## src/rtl/ofb_xor_stage.sv

```systemverilog
// ofb_xor_stage: GOST 28147-89 OFB keystream combiner for one sector.
// For each 8-byte group the gamma register is run through the external gost
// core. The result becomes the new gamma, and its bytes (MSB first) are XORed
// with the raw RAM stream into the processed RAM. Because XOR is its own
// inverse, the same pass both encrypts and decrypts.
module ofb_xor_stage #(
    parameter int ADDR_W = 12,
    parameter int DATA_W = 8
) (
    input  logic              iclk,
    input  logic              irst,
    input  logic              istart,
    input  logic              iload_iv,
    input  logic [63:0]       iiv,
    output logic              ogost_start,
    output logic [63:0]       ogost_block,
    input  logic [63:0]       igost_block,
    input  logic              igost_done,
    output logic [ADDR_W-1:0] oraddr,
    input  logic [DATA_W-1:0] irdata,
    output logic [ADDR_W-1:0] owaddr,
    output logic [DATA_W-1:0] owdata,
    output logic              owrite_en,
    output logic              obusy,
    output logic              odone
);

    typedef enum logic [2:0] {
        S_IDLE,
        S_GEN,
        S_WAIT,
        S_RD,
        S_XFER
    } state_t;

    localparam logic [ADDR_W-1:0] ADDR_ONE = ADDR_W'(1);

    state_t            state_q, state_d;
    logic [63:0]       gamma_q, gamma_d;
    logic [ADDR_W-1:0] addr_q,  addr_d;   // byte whose read data is on irdata in XFER
    logic [2:0]        lane_q,  lane_d;
    logic              done_q,  done_d;
    logic [DATA_W-1:0] ks_byte;

    // State register; reset aborts any sector in flight.
    always_ff @(posedge iclk or posedge irst) begin
        if (irst) begin
            state_q <= S_IDLE;
            gamma_q <= '0;
            addr_q  <= '0;
            lane_q  <= '0;
            done_q  <= 1'b0;
        end else begin
            state_q <= state_d;
            gamma_q <= gamma_d;
            addr_q  <= addr_d;
            lane_q  <= lane_d;
            done_q  <= done_d;
        end
    end

    // Next-state logic: one group = GEN, WAIT (gost latency), RD (prime read), 8x XFER.
    always_comb begin
        state_d = state_q;
        gamma_d = gamma_q;
        addr_d  = addr_q;
        lane_d  = lane_q;
        done_d  = 1'b0;
        unique case (state_q)
            S_IDLE: begin
                // done_q still high means the odone cycle; a start there is dropped
                if (istart && !done_q) begin
                    if (iload_iv) gamma_d = iiv;
                    addr_d  = '0;
                    state_d = S_GEN;
                end
            end
            S_GEN: begin
                // gost start is issued here; a done in this same cycle is never taken
                state_d = S_WAIT;
            end
            S_WAIT: begin
                if (igost_done) begin
                    gamma_d = igost_block;
                    state_d = S_RD;
                end
            end
            S_RD: begin
                lane_d  = '0;
                state_d = S_XFER;
            end
            S_XFER: begin
                addr_d = addr_q + ADDR_ONE;
                lane_d = lane_q + 3'd1;
                if (lane_q == 3'd7) begin
                    // address wrap after the last lane marks end of sector
                    if (addr_d == '0) begin
                        done_d  = 1'b1;
                        state_d = S_IDLE;
                    end else begin
                        state_d = S_GEN;
                    end
                end
            end
            default: state_d = S_IDLE;
        endcase
    end

    // Keystream byte for the current lane, MSB of gamma first.
    always_comb begin
        ks_byte = gamma_q[8*(7-int'(lane_q)) +: 8];
    end

    // Outputs decode straight from registered state, so reset clears them at once.
    always_comb begin
        ogost_start = (state_q == S_GEN);
        ogost_block = gamma_q;
        owrite_en   = (state_q == S_XFER);
        owaddr      = addr_q;
        owdata      = (state_q == S_XFER) ? (irdata ^ ks_byte) : '0;
        // RAM read is one cycle ahead: RD primes addr, XFER fetches the next byte
        oraddr      = (state_q == S_XFER) ? (addr_q + ADDR_ONE) : addr_q;
        odone       = done_q;
        // stay busy through the odone cycle so a start there is visibly refused
        obusy       = (state_q != S_IDLE) || done_q;
    end

endmodule
```

## config.mk

```make
export PLATFORM = sky130hd
export DESIGN_NAME = ofb_xor_stage
export DESIGN_NICKNAME = d
export VERILOG_FILES = /design/src/rtl/ofb_xor_stage.sv
export SDC_FILE = /design/constraint.sdc
export NUM_CORES = 1
export LEC_CHECK = 0
export BUFFER_PORTS_ARGS = -buffer_cell sky130_fd_sc_hd__buf_2
export CAP_MARGIN = 10
export CORE_ASPECT_RATIO = 1.5
export CORE_MARGIN = 4
export CORE_UTILIZATION = 39
export DETAILED_ROUTE_END_ITERATION = 10
export GPL_TIMING_DRIVEN = 0
export PLACE_DENSITY = 0.68
export SETUP_SLACK_MARGIN = 0.3
export SYNTH_ARGS = -nofsm -noshare
export SYNTH_HDL_FRONTEND = slang
export SYNTH_SLANG_ARGS = --single-unit
```

## constraint.sdc

```tcl
create_clock -name iclk -period 3.4 [get_ports iclk]
set_input_delay 0.34 -clock iclk [delete_from_list [all_inputs] [get_ports iclk]]
set_output_delay 0.34 -clock iclk [all_outputs]
set_load 0.005 [all_outputs]
```

==> reports/results.ini <==
[finish]
final_cell_area_um2 = 6660
layout-drive-gt1-share_pct = 42.0
multi_input_area_um2 = 2540
fin_nets = 889
fillers = 1129
register_area_um2 = 2080
diodes = 0
synthToLayoutAreaGrowth_pct = 35.3

[sta]
tns_ns = 0
fin_crit_ns = 2.68
fin_skew_ns = 0.00519
rsz0062_at_grt = no
setup_viol = 0
period_share_pct = 79.0
hold_viol = 0
fmax_mhz = 372
slew_headroom_pct = 54.7
worstMarginPinSlew_ns = 0.680
drv_slew = 0

[routing]
wirelength_um = 16600
drtIter0Drc = 169
drc = 0
num_vias = 4715
ant_nets = 0
drtPass1Iterations = 4
wl_per_cell_um = 18.4
viasPerCell = 5.22

[die]
start_util_pct = 39.5
coreArea_um2 = 12400
die_y_um = 146
die_area_um2 = 14500
num_rows = 50
io_pins = 241
dieWidth_um = 99.7

[clock_network]
cts.sinks = 83
clock_path_buffers = 2
cts_tree = built
post_cts_buffers = 0
cts_made_buffers = 9
clk_latency_ns = 0.34
path_clk_slew_ns = 0.06
htreeDepth = 3
cts_hold_buf = 0
ctsResizeCount = 0
cts-root-buf = clkbuf_16

[power]
p_per_area_nw_per_um2 = 800
leakage_nw = 3.36
ir_worst_vdd_v = 0.000381

[worst_setup_path]
slowest_stage = mux4_2
critical_path_buf_inv_count = 3
criticalPathCategory = reg -> out
slowest_delay_ns = 0.37
crit_top_cell = buf_2
worstPathRequired_ns = 3.06
end_kind = output pin
path_cells = buf_2 -> buf_2 -> mux4_2 -> mux2i_1 -> xor2_1 -> nor2_1 -> buf_2
critical-path-top-delay-family = buffers and inverters
start_kind = flip-flop
crit_fanout = 10
worstPathArrival_ns = 2.34

[synth]
ys_warn_count = 0
syn-cell-area_um2 = 4920
ys_seq_elements = 83
synth_area_leaders = dfrtp_1, mux2i_1, mux4_2
synthCells = 491
synth_flop_cell = dfrtp_1
synth_area_per_cell_um2 = 10.0
yosysTopAreaCell = dfrtp_1
ys_types = 46
mappedNetlistNets = 637
synth_top_area_share_pct = 42.2
synth-edff-count = 0
synthArstFlopShare_pct = 100
ys_seq_area_share_pct = 42.2

[place]
gp_congestion = 0.846
place_area_um2 = 6350
portBuffers = 240
hpwlAfterDp_um = 13300

[global_routing]
grt_pass1_wl_um = 26300
grt_overflow = 0
grt_max_degree = 52
grt_pass1_vias = 4986
antenna_found_initial = 0
grtUsageTotal_pct = 23.2

[run]
maxCapViolCount = 0

[hold_path]
hold_class = in -> async

[outcome]
status = completed

[per-stage QoR]
stage / setup WS (ns) / power, W / std cells / hold WS (ns) / util [%]
finish: 0.715 / 0.00533 / 904 / 0.0178 / 53.5
global route: 0.603 / 0.00572 / 904 / 0.0401 / 53.5
CTS: 0.703 / 0.00537 / 904 / 0.0280 / 53.5
detailed placement: 1.07 / 0.00435 / 888 / 0.384 / 51.0
global placement: -0.105 / 0.00429 / 887 / 0.480 / 50.8
floorplan: 0.923 / 0.00325 / 491 / 0.489 / -
[final timing paths]
kind	startpoint	to	slack, ns	depth (start not counted)
max	lane_q[1]	owdata[4]	0.72	7
min	irst	ogost_block[20]	0.02	2
max reg2reg	owaddr[1]	state_q[0]	1.32	6
min reg2reg	ogost_block[9]	ogost_block[9]	0.50	2
max in group asynchronous	irst	ogost_block[60]	2.77	3
min in group iclk	iiv[43]	ogost_block[43]	0.27	3
[cell usage in the layout (no fill, tap or decap), types with 3 or more instances in the layout]
master	instances
nor2b_1	3
xnor2_1	7
o21ai_0	61
a21oi_1	5
or3_1	3
nand2_1	79
o21ai_1	23
nand4_1	6
dfrtp_1	83
clkbuf_1	10
a31oi_1	5
buf_6	12
buf_4	6
clkinvlp_4	3
clkbuf_16	9
buf_2	251
o31ai_1	4
nor3_1	3
mux4_2	16
ha_1	5
inv_1	3
xor2_1	14
mux2i_1	73
o22ai_1	3
nor2_1	24
nand3_1	6
[cell usage after synthesis (7+ instances only)]
cell type   n
clkbuf_1   10
xor2_1     14
dfrtp_1    83
nor2_1     24
nand2_1    79
mux4_2     16
o21ai_1    23
mux2i_1    73
buf_6      12
o21ai_0    61
xnor2_1     7
buf_2      11
[where the power goes]
group          switching [W]  internal (W)  total [W]
sequential          0.000359       0.00140    0.00176
combinational        0.00137       0.00119    0.00256
clock               0.000406      0.000610    0.00102
[state kept, by name, indices dropped and copies added (netlist names)]
register	cells
lane_q	3
odone	1
ogost_block	64
owaddr	12
state_q	3
[area by class of cell]
cell class              count  area share, %
inverters                   6          0.376
plain buffers              41           4.32
multi-input cells         361           38.1
well taps                 156           2.93
flip-flops and latches     83           31.2
clock inverters             5          0.920
clock buffers              11           3.79
repair buffers            241           18.4
[logic make-up after synthesis]
logic type	share of synthesized area, %
simple gates	12.7
xor+xnor	3.74
flops	42.2
buf+inv	6.30
compound gates	11.7
fa+ha+maj	1.27
mux	22.2
[per-layer routing]
| metal | share of wire, % | track usage (%) |
|---|---|---|
| met5 | 0 | 0 |
| met4 | 2.9 | 9.30 |
| met3 | 6.0 | 3.93 |
| met2 | 53 | 41.1 |
| met1 | 38 | 27.3 |
Power figures use the tool's default switching activity.
